**config.mk**
```make
export PLATFORM = sky130hd
export DESIGN_NAME = if_stage
export DESIGN_NICKNAME = d
export VERILOG_FILES = /design/src/rtl/mips_pkg.sv /design/src/rtl/if_id_reg.sv /design/src/rtl/if_stage.sv
export SDC_FILE = /design/constraint.sdc
export NUM_CORES = 1
export LEC_CHECK = 0
export CORE_MARGIN = 2
export CORE_UTILIZATION = 50
export CTS_CLUSTER_SIZE = 16
export DETAILED_ROUTE_END_ITERATION = 7
export PLACE_DENSITY = 0.85
export SYNTH_ARGS = -nofsm -noshare
export SYNTH_HDL_FRONTEND = slang
export SYNTH_SLANG_ARGS = --single-unit
```
**constraint.sdc**
```tcl
create_clock -name clock -period 4.39 [get_ports clock]
set_input_delay 0.878 -clock clock [delete_from_list [all_inputs] [get_ports clock]]
set_output_delay 0.878 -clock clock [all_outputs]
set_load 0.1 [all_outputs]
```
**src/rtl/mips_pkg.sv**
```systemverilog
// Shared definitions for the MIPS pipeline front end.
//   IF_NOP_INSTR  : instruction word used for IF/ID bubbles
//   IF_RESET_PC   : default fetch address after reset
//   if_state_t    : fetch FSM encoding (FETCH / WAIT / HOLD / DROP)
//   pc_plus4      : 32-bit modulo PC increment
package mips_pkg;

  localparam logic [31:0] IF_NOP_INSTR = 32'h0000_0000;
  localparam logic [31:0] IF_RESET_PC  = 32'h0000_3000;

  typedef enum logic [1:0] {
    FETCH = 2'b00,  // request on the bus
    WAIT  = 2'b01,  // granted, awaiting response
    HOLD  = 2'b10,  // response parked in skid buffer while stalled
    DROP  = 2'b11   // outstanding response must be discarded
  } if_state_t;

  // Wraps naturally: 32'hFFFF_FFFC + 4 = 0.
  function automatic logic [31:0] pc_plus4(input logic [31:0] pc);
    return pc + 32'd4;
  endfunction

endpackage

```
**src/rtl/if_id_reg.sv**
```systemverilog
// IF/ID pipeline register.
// Ports:
//   clk_i, rst_ni      clock, asynchronous active-low reset
//   flush_i            force bubble (highest priority), pc4 kept
//   hold_i             keep all fields
//   load_i             capture instr_i / pc4_i as a valid instruction
//   instr_i, pc4_i     incoming instruction and its PC+4
//   instr_o, pc4_o     registered instruction and PC+4
//   valid_o            1 = real instruction, 0 = bubble
// With no control asserted a bubble is loaded (pc4 unchanged).
module if_id_reg
  import mips_pkg::*;
#(
  parameter logic [31:0] NOP_INSTR = IF_NOP_INSTR
) (
  input  logic        clk_i,
  input  logic        rst_ni,
  input  logic        flush_i,
  input  logic        hold_i,
  input  logic        load_i,
  input  logic [31:0] instr_i,
  input  logic [31:0] pc4_i,
  output logic [31:0] instr_o,
  output logic [31:0] pc4_o,
  output logic        valid_o
);

  logic [31:0] instr_q, instr_d;
  logic [31:0] pc4_q,   pc4_d;
  logic        valid_q, valid_d;

  // Next-state selection: flush > hold > load > bubble.
  always_comb begin
    instr_d = instr_q;
    pc4_d   = pc4_q;
    valid_d = valid_q;
    if (flush_i) begin
      instr_d = NOP_INSTR;
      valid_d = 1'b0;
    end else if (hold_i) begin
      instr_d = instr_q;
      valid_d = valid_q;
    end else if (load_i) begin
      instr_d = instr_i;
      pc4_d   = pc4_i;
      valid_d = 1'b1;
    end else begin
      instr_d = NOP_INSTR;
      valid_d = 1'b0;
    end
  end

  // Register state.
  always_ff @(posedge clk_i or negedge rst_ni) begin
    if (!rst_ni) begin
      instr_q <= NOP_INSTR;
      pc4_q   <= 32'h0000_0000;
      valid_q <= 1'b0;
    end else begin
      instr_q <= instr_d;
      pc4_q   <= pc4_d;
      valid_q <= valid_d;
    end
  end

  assign instr_o = instr_q;
  assign pc4_o   = pc4_q;
  assign valid_o = valid_q;

endmodule

```
**src/rtl/if_stage.sv**
```systemverilog
// Instruction-fetch stage: owns the PC, drives a single-outstanding
// request/response instruction-memory port and feeds the IF/ID register.
// Ports:
//   clock, reset          clock, asynchronous active-low reset
//   stall                 hold PC and IF/ID
//   redirect, redirect_pc taken branch/jump and its target (bits [1:0] forced 0)
//   imem_req, imem_addr   fetch request and address (= pc_out)
//   imem_gnt              request accepted when imem_req & imem_gnt
//   imem_rvalid, imem_rdata  response
//   IF_ID_im_out, IF_ID_pc4_out, IF_ID_valid  IF/ID register contents
//   pc_out                current fetch PC
//   fetch_cnt             (only with IF_FETCH_CNT_EN) count of valid IF/ID loads
// Optional feature macro: IF_FETCH_CNT_EN.
module if_stage
  import mips_pkg::*;
#(
  parameter logic [31:0] RESET_PC  = IF_RESET_PC,
  parameter logic [31:0] NOP_INSTR = IF_NOP_INSTR
) (
  input  logic        clock,
  input  logic        reset,
  input  logic        stall,
  input  logic        redirect,
  input  logic [31:0] redirect_pc,
  output logic        imem_req,
  output logic [31:0] imem_addr,
  input  logic        imem_gnt,
  input  logic        imem_rvalid,
  input  logic [31:0] imem_rdata,
  output logic [31:0] IF_ID_im_out,
  output logic [31:0] IF_ID_pc4_out,
  output logic        IF_ID_valid,
  output logic [31:0] pc_out
`ifdef IF_FETCH_CNT_EN
  ,
  output logic [31:0] fetch_cnt
`endif
);

  if_state_t   state_q, state_d;
  logic [31:0] pc_q,    pc_d;
  logic [31:0] skid_q,  skid_d;
  logic        load_s;
  logic [31:0] load_instr_s;
  logic [31:0] target_s;

  assign target_s = redirect_pc & 32'hFFFF_FFFC;

  // Fetch FSM: next state, PC, skid buffer and IF/ID load request.
  always_comb begin
    state_d      = state_q;
    pc_d         = pc_q;
    skid_d       = skid_q;
    load_s       = 1'b0;
    load_instr_s = imem_rdata;
    case (state_q)
      FETCH: begin
        if (redirect) begin
          pc_d    = target_s;
          // A request granted at the old PC still returns a response.
          state_d = imem_gnt ? DROP : FETCH;
        end else if (imem_gnt) begin
          state_d = WAIT;
        end else begin
          state_d = FETCH;
        end
      end
      WAIT: begin
        if (redirect) begin
          pc_d    = target_s;
          state_d = imem_rvalid ? FETCH : DROP;
        end else if (imem_rvalid && stall) begin
          skid_d  = imem_rdata;
          state_d = HOLD;
        end else if (imem_rvalid) begin
          load_s  = 1'b1;
          pc_d    = pc_plus4(pc_q);
          state_d = FETCH;
        end else begin
          state_d = WAIT;
        end
      end
      HOLD: begin
        if (redirect) begin
          pc_d    = target_s;
          state_d = FETCH;
        end else if (!stall) begin
          load_s       = 1'b1;
          load_instr_s = skid_q;
          pc_d         = pc_plus4(pc_q);
          state_d      = FETCH;
        end else begin
          state_d = HOLD;
        end
      end
      DROP: begin
        if (redirect) begin
          pc_d = target_s;
        end else begin
          pc_d = pc_q;
        end
        state_d = imem_rvalid ? FETCH : DROP;
      end
      default: begin
        state_d = FETCH;
      end
    endcase
  end

  // FSM, PC and skid buffer registers.
  always_ff @(posedge clock or negedge reset) begin
    if (!reset) begin
      state_q <= FETCH;
      pc_q    <= RESET_PC;
      skid_q  <= NOP_INSTR;
    end else begin
      state_q <= state_d;
      pc_q    <= pc_d;
      skid_q  <= skid_d;
    end
  end

  // Gated by the reset pin so no request leaves while reset is held.
  assign imem_req  = reset && (state_q == FETCH);
  assign imem_addr = pc_q;
  assign pc_out    = pc_q;

  if_id_reg #(
    .NOP_INSTR (NOP_INSTR)
  ) u_if_id_reg (
    .clk_i   (clock),
    .rst_ni  (reset),
    .flush_i (redirect),
    .hold_i  (stall),
    .load_i  (load_s),
    .instr_i (load_instr_s),
    .pc4_i   (pc_plus4(pc_q)),
    .instr_o (IF_ID_im_out),
    .pc4_o   (IF_ID_pc4_out),
    .valid_o (IF_ID_valid)
  );

`ifdef IF_FETCH_CNT_EN
  logic [31:0] cnt_q, cnt_d;

  // load_s is only raised without stall or redirect, so it marks real deliveries.
  always_comb begin
    if (load_s) begin
      cnt_d = cnt_q + 32'd1;
    end else begin
      cnt_d = cnt_q;
    end
  end

  // Delivered-instruction counter register.
  always_ff @(posedge clock or negedge reset) begin
    if (!reset) begin
      cnt_q <= 32'h0000_0000;
    end else begin
      cnt_q <= cnt_d;
    end
  end

  assign fetch_cnt = cnt_q;
`endif

endmodule

```
==> impl_metrics.tcl <==
set metrics [dict create \
    required_ns 3.51 \
    finalSetupViolations 0 \
    syn_area_um2 6344 \
    cp_top_family "buffers and inverters" \
    cts_root_buf "clkbuf_16" \
    cts_buffer_depth 2 \
    dr.pass1.iters 5 \
    drt_iter0_drc 450 \
    worst-path-max-fanout 8 \
    slowest_stage "clkdlybuf4s50_1" \
    detail_route.vias_per_cell 5.428 \
    grt_pass1_vias 5213 \
    clock_latency_ns 0.42 \
    core.rowCount 41 \
    fmax_mhz 322.4 \
    fp.dieArea_um2 13600 \
    vias 5222 \
    end_kind "primary output" \
    synth_warnings 0 \
    ys_types 47 \
    drc 0 \
    startpoint_type "flip-flop" \
    cp.arrival_ns 2.22 \
    ctsResizeCount 0 \
    grt_max_degree 91 \
    run_status "finished clean" \
    seq_area_frac_synth 0.5014 \
    rsz0062_at_grt "no" \
    finalSetupTns_ns 0 \
    holdWs_ns 0.4215 \
    synth_flop_cell "dfrtp_1" \
    antenna_found_initial 0 \
    fin_util 0.6912 \
    port_buffers 191 \
    yosysMostFrequentCell "dfrtp_1" \
    syn_area_per_cell_um2 10.10 \
    crit_buf_inv 1 \
    die_w_um 116.6 \
    synthCells 628 \
    ys_top_cells_by_area "dfrtp_1, o21ai_0, nand2_1" \
    areaGrowthSynthToFinish_pct 36.39 \
    final_antenna_net_count 0 \
    drive_gt1_frac 0.1063 \
    max_stage_delay_ns 1.17 \
    post-cts-setup-buffer-count 0 \
    antennaDiodeCount 0 \
    path_class "flip-flop to primary output" \
    grt-ovfl-total 0 \
    max-slew-margin-rel 0.2475 \
    finalWeightedCongestion 0.9024 \
    drv_slew 0 \
    htree_levels 4 \
    dp.cells 931 \
    stdcell_count 962 \
    worst_slew_pin_slew_ns 1.129 \
    io_pins 200 \
    wirelength_um 16640 \
    numCtsBuffers 17 \
    coreArea_um2 12520 \
    nets 854 \
    grt_usage 0.2526 \
    fin_skew_ns 0.007003 \
    maxCapViolations 0 \
    synth_edf_count 0 \
    path_clk_slew_ns 0.05 \
    clock-sinks 127 \
    hold_viol 0 \
    grt_pass1_wl_um 26310 \
    initial_utilization 0.5068 \
    holdCritPathClass "input pin to asynchronous set/reset pin" \
    synth_largest_area_cell "dfrtp_1" \
    cp_cell_sequence "clkdlybuf4s50_1" \
    cts_hold_buf 0 \
    synth_common_cells "dfrtp_1, nand2_1, o21ai_0" \
    die_y_um 116.6 \
    yosys.area.top_type_share 0.4931 \
    avgRoutedWirePerCell_um 17.29 \
    fin_crit_sh 0.7065 \
    synthArstFlopShare 1.000 \
    ys_ff_latch 127 \
    tritoncts "yes" \
    fin_crit_ns 3.101 \
    dp_hpwl_um 11420 \
]
==> path summary, 6_finish.rpt <==
| check | from | end | slack [ns] | cells past startpoint |
|---|---|---|---|---|
| worst min register to register | u_if_id_reg.pc4_o[6] | u_if_id_reg.pc4_o[6] | 0.47 | 2 |
| min in group clock | u_if_id_reg.pc4_o[6] | u_if_id_reg.pc4_o[6] | 0.47 | 2 |
| worst max-delay path | imem_addr[12] | pc_out[12] | 1.29 | 1 |
| max in group asynchronous | reset | imem_addr[15] | 2.47 | 2 |
| worst min-delay path | reset | u_if_id_reg.pc4_o[17] | 0.42 | 1 |
| worst max register to register | state_q[0] | imem_addr[17] | 1.66 | 8 |
==> cell usage in the layout (no fill, tap or decap), drive strengths merged, types with 8 or more instances in the layout <==
| master | netlist | layout |
|---|---|---|
| nand3 | 27 | 27 |
| nand2 | 100 | 100 |
| mux2i | 32 | 32 |
| clkdlybuf4s50 | 0 | 189 |
| nand4 | 14 | 14 |
| mux2 | 33 | 33 |
| o21ai | 77 | 77 |
| clkinv | 0 | 9 |
| nor2 | 16 | 16 |
| dfrtp | 125 | 125 |
| xor2 | 22 | 22 |
| buf | 40 | 10 |
| nor3 | 8 | 8 |
| a21oi | 10 | 10 |
| clkbuf | 33 | 22 |
| xnor2 | 19 | 19 |
==> stage by stage <==
step	cell area, µm²	setup WS, ns
floorplan	6362	1.588
finish	8652	1.289
CTS	8652	1.278
detailed placement	8153	1.141
global route	8652	1.243
global placement	8153	1.240
==> layer usage <==
metal  part of all wire  up-vias  track usage
li1                   -     2446            -
met4              0.024        0       0.1051
met1               0.41     2545       0.3189
met2               0.50      200       0.4159
met3              0.066       31      0.06487
met5                  0        -            0
==> state kept, by name (all words and copies together), names as in the netlist <==
register / flops
imem_addr: 30
u_if_id_reg.pc4_o: 30
u_if_id_reg.valid_o: 1
skid_q: 32
u_if_id_reg.instr_o: 32
state_q: 2
==> area by class of cell <==
type                    count  area (µm²)
clock buffers              22       454.2
clock inverters             9       45.04
fillers                   980        3865
inverters                   5       18.77
multi-input cells         428        2771
flip-flops and latches    127        3181
well taps                 172       215.2
repair buffers            199        1967
==> worst register-to-register path, delay by kind of cell (launching register included) <==
family	cells	cell delay, ns
fa+ha+maj	1	0.20
flops	1	0.40
buf+inv	2	0.60
simple gates	2	0.58
compound gates	3	0.84
==> kinds of logic (layout without fill, tap and decap cells) <==
group,count (synthesis),in the layout,share of synthesized area
DFF,127,127,0.5014
and+or+nand+nor,197,197,0.1517
xor gates and xnor gates,41,41,0.05661
other,1,6,0.0005911
AOI/OAI and AO/OA,113,113,0.1012
muxes,65,65,0.1091
adders and majority gates,6,6,0.01183
buffers and inverters,78,235,0.06765
Power is not shown: default switching activity piles up to over one toggle a cycle in this logic, so the estimate is an artifact.
==> RTL change 1, RTL diff (same flow settings) <==
Add a define of `IF_FETCH_CNT_EN`.
--- a/src/rtl/if_stage.sv
+++ b/src/rtl/if_stage.sv
@@ -12,4 +12,6 @@
 //   fetch_cnt             (only with IF_FETCH_CNT_EN) count of valid IF/ID loads
 // Optional feature macro: IF_FETCH_CNT_EN.
+`define IF_FETCH_CNT_EN
+
 module if_stage
   import mips_pkg::*;
Formal check against the unedited RTL (old outputs only; new: fetch_cnt): equivalent (equiv_simple and equiv_induct, registers matched by name and starting in step).
==> RTL change 1 against the original RTL <==
- wire length grew 12%
- design area grew 21%
- sequential cell count grew 32
- via count grew 17%
- critical path depth is the same
- synthesized area grew 22%
- setup slack gained 0.023 ns
- highest routed layer unchanged
==> RTL change 1: results (changes against the original RTL) <==
[finish]
inv_count = 7  ; +2
regArea_sq_mm = 0.003981  ; +25%
buffer_area_frac = 0.2203  ; -0.007035
multi_input_cells = 515  ; +20%
antenna_cells = 0  ; unchanged
fillers = 1139  ; +16%
fin_nets = 1009  ; +18%
clock_buffers = 18  ; -18%
clock_area_frac = 0.05714  ; -0.0005644
layout.non_clock_buffers = 232  ; +17%
final_layout_size_suffix_gt1_frac = 0.09524  ; -0.01109
multi_input_area_share = 0.3172  ; -0.003081
seq_cells = 159  ; +25%
layout.cells.non_filler = 1133  ; +18%
multi_input_area_sq_mm = 0.003321  ; +20%

[clock_tree]
clkTransAtPathRegs_ns = 0.07  ; +0.02 ns
numCtsBuffers = 17  ; unchanged
root_buffer = clkbuf_16
clockBufferDepth = 2  ; unchanged

[logic_synthesis]
synth-xor-area-share = 0.08709  ; +0.03048
synth.avg_cell_area_sq_um = 10.27  ; +1.7%
synth_area_leaders = dfrtp_1 51%, o21ai_0 5.5%, nand2_1 5.3%, xor2_1 4.9%, mux2_2 4.7%
syn_area_sq_mm = 0.007744  ; +22%
synthDistinctLibCells = 44  ; -6.4%
synthArstFlopShare = 1.000  ; unchanged
ys_top_cells_by_count = 157 x dfrtp_1, 110 x nand2_1, 85 x o21ai_0, 43 x nand3_1, 43 x xor2_1
yosysWarnings = 0  ; unchanged
synth.mux.area_fraction = 0.08919  ; -0.01988
synth_compound_area_frac = 0.07594  ; -0.02524
synthAdderAreaFrac = 0.01131  ; -0.0005239
synth_seq_area_share = 0.5141  ; +0.01276

[setup_path]
r2r_start = imem_addr[2]
arrival_ns = 2.20  ; -0.02 ns
reg2reg_setup_slack_ns = 1.50  ; -0.16 ns
cp_max_fo = 9  ; +1
worst_r2r_endpoint = imem_addr[22]
critPathLaunch = imem_addr[13]
critPathCapture = imem_addr[13]
worstRegToRegCells = 6  ; -2

[hold_path]
holdPathStages = 1
hp-class = register to register

[placed_design]
dp_hpwl_mm = 12.64  ; +11%
post-place-ws_ns = 1.212  ; +0.07108 ns
placed_area_sq_mm = 0.009869  ; +21%
portBuffers = 223  ; +17%
gp_congestion = 0.8049  ; -11%

[status]
status = finished clean

[grt]
grt_usage = 0.2319  ; -0.02073
grt_pass1_wl_mm = 29.98  ; +14%
grt_pass1_vias = 5830  ; +12%
grt_max_degree = 160  ; +76%

[sta]
hold_ws_ns = 0.4661  ; +0.04461 ns
fin_worst_skew_ns = 0.01208  ; +0.005078 ns
max_clock_freq_mhz = 324.8  ; +0.74%
worst_pin_slew_ns = 1.066  ; -0.06253 ns

[drt]
drt_iter0_drc = 376  ; -16%
routed-via-count = 6088  ; +17%
wl_per_cell_microns = 16.47  ; -4.8%

[pwr]
ir_drop_v = 0.0005398
p_leak_nw = 4.367

RTL change 1: changes by cell type after synthesis, moves of 8 or more:
cell	change
dfrtp_1	+32
xor2_1	+21
nand3_1	+16
xnor2_1	+15
buf_2	+11
nand2_1	+10
nor2_1	+10
clkbuf_1	-8
nand4_1	+8
o21ai_0	+8
RTL change 1: per-layer routing:
layer | part of all wire | GRT usage
met1 | 0.42 | 0.2940
met2 | 0.49 | 0.3742
met3 | 0.063 | 0.06486
met4 | 0.030 | 0.1015
met5 | 0 | 0
RTL change 1: power by group:
group          switching, mW  total (mW)  internal [mW]
combinational           2.93        3.90          0.974
sequential             0.338        2.18           1.84
clock                  0.653        1.51          0.859
total                   3.92        7.60           3.67
RTL change 1: cell families (layout without fill, tap and decap cells):
logic type	Yosys count	in the layout
AOI/OAI and AO/OA	108	108
xor gates and xnor gates	77	77
adders and majority gates	7	7
buffers and inverters	85	271
DFF	159	159
muxes	65	65
other	1	6
and+or+nand+nor	252	252
==> RTL change 2, RTL diff (same flow settings) <==
Made on the original files. The 4 states of `if_state_t` get a one-hot encoding in 4 bits.
--- a/src/rtl/mips_pkg.sv
+++ b/src/rtl/mips_pkg.sv
@@ -9,9 +9,9 @@
   localparam logic [31:0] IF_RESET_PC  = 32'h0000_3000;
 
-  typedef enum logic [1:0] {
-    FETCH = 2'b00,  // request on the bus
-    WAIT  = 2'b01,  // granted, awaiting response
-    HOLD  = 2'b10,  // response parked in skid buffer while stalled
-    DROP  = 2'b11   // outstanding response must be discarded
+  typedef enum logic [3:0] {
+    FETCH = 4'b0001,  // request on the bus
+    WAIT  = 4'b0010,  // granted, awaiting response
+    HOLD  = 4'b0100,  // response parked in skid buffer while stalled
+    DROP  = 4'b1000   // outstanding response must be discarded
   } if_state_t;
 
Formal check against the unedited RTL: same outputs for any inputs over 4 cycles, from zero or initial values and one cycle with reset low; so few cycles prove little.
==> RTL change 2 against the original RTL <==
- critical path depth did not move
- clock skew rose by 0.00052 ns
- setup slack improved by 0.036 ns
- design area rose by 2.7%
- wire length fell by 0.49%
- synthesized cell count rose by 2.1%
- synthesized area rose by 4.4%
- sequential share of layout area fell by 0.38 points
- sequential cell count rose by 2
- largest cell class unchanged
Power is not shown: default switching activity piles up to over one toggle a cycle in this logic, so the estimate is an artifact.
==> RTL change 2: results (changes against the original RTL) <==
[clock_tree]
clkTransAtPathRegs_ns = 0.05  ; about the same
clock_latency_ns = 0.40  ; -0.02 ns
clockBufferDepth = 2  ; unchanged

[hold_path]
hp-class = register to register
whs_endpoint = u_if_id_reg.pc4_o[7]

[logic_synthesis]
synthDistinctLibCells = 56  ; +19%
synth-xor-area-share = 0.03968  ; -0.01692
syn_inst = 641  ; +2.1%
synth_compound_area_frac = 0.1500  ; +0.04885
ys_top_cells_by_count = 126 x dfrtp_1, 93 x nand2_1, 40 x o21ai_1, 39 x buf_4
synth_area_leaders = dfrtp_1 48%, mux2_2 5.4%, nand2_1 5.3%, mux2i_1 4.8%, buf_4 4.4%
synth.mux.area_fraction = 0.1051  ; -0.004009
synthAdderAreaFrac = 0.001890  ; -0.009945
synth_seq_area_share = 0.4881  ; -0.01329

[setup_path]
r2r_start = state_q[1]
cp_max_fo = 9  ; +1
worstRegToRegCells = 4  ; -4
reg2reg_setup_slack_ns = 1.99  ; +0.33 ns
cp_slowest_cell = clkdlybuf4s50_1
arrival_ns = 2.19  ; -0.03 ns
worst_r2r_endpoint = u_if_id_reg.instr_o[24]

[finish]
fillers = 952  ; -2.9%
fin_nets = 856  ; +0.23%
final_layout_size_suffix_gt1_frac = 0.1192  ; +0.01287

[drt]
first_pass_iters = 7  ; +2
drt_wl_total_mm = 16.55  ; -0.49%
drt_iter0_drc = 335  ; -26%
wl_per_cell_microns = 17.01  ; -1.6%
viasPerCell = 5.570  ; +2.6%

[grt]
grt_pass1_wl_mm = 27.05  ; +2.8%
grt_pass1_vias = 5481  ; +5.1%
grt_usage = 0.2381  ; -0.01451
grt_max_degree = 94  ; +3.3%

[placed_design]
dp_hpwl_mm = 11.07  ; -3.1%
gp_congestion = 0.8410  ; -6.8%
portBuffers = 191  ; unchanged
dpl.cell_count = 942  ; +1.2%

[status]
status = finished clean

[sta]
maxSlewHeadroom = 0.1928  ; -0.05473
hold_ws_ns = 0.4808  ; +0.05936 ns
fin_worst_skew_ns = 0.007523  ; +0.0005205 ns

-- RTL change 2: cell count changes in the layout (fill, tap and decap cells not counted), sizes merged, moves of 4 or more --
cell     delta
a21oi      +23
clkinv      -6
xnor2       -9
nand2       -7
o21ai       -6
nor3        -4
o22ai      +17
clkbuf      +4
nand3       -9
ha          -5
a2bb2oi    +17
or4         -6
nand4       -5
-- RTL change 2: final cells by class --
| type | instances | area share |
|---|---|---|
| clock buffers | 26 | 0.05733 |
| well taps | 176 | 0.02479 |
| inverters | 7 | 0.002958 |
| multi-input cells | 433 | 0.3229 |
| flip-flops and latches | 129 | 0.3639 |
| repair buffers | 197 | 0.2197 |
| clock inverters | 5 | 0.008452 |
-- RTL change 2: how the worst max path moves through the flow --
stage,depth (start not counted),slack (ns),endpoint,start
after floorplan,3,1.86,imem_req,state_q[0]
after global placement,6,1.25,imem_addr[25],redirect
after detailed placement,6,1.20,imem_addr[10],redirect
after CTS,1,1.30,imem_addr[13],imem_addr[13]
after global routing,1,1.26,imem_addr[13],imem_addr[13]
final,1,1.32,imem_addr[13],imem_addr[13]
-- RTL change 2: per-stage QoR --
step	area (sq um)	setup slack (ns)	utilization
after detailed placement	8298	1.197	0.6342
final	8882	1.324	0.6788
after CTS	8882	1.301	0.6788
after floorplan	6640	1.861	-
after global routing	8882	1.258	0.6788
after global placement	8298	1.245	0.6342
-- RTL change 2: metal layers --
metal	part of all wire	vias up	track usage	wire length, microns
met4	0.012	0	0.09003	201
met5	0	-	0	0
li1	-	2503	-	-
met3	0.072	17	0.05316	1195
met2	0.49	248	0.3951	8192
met1	0.42	2652	0.3051	6964
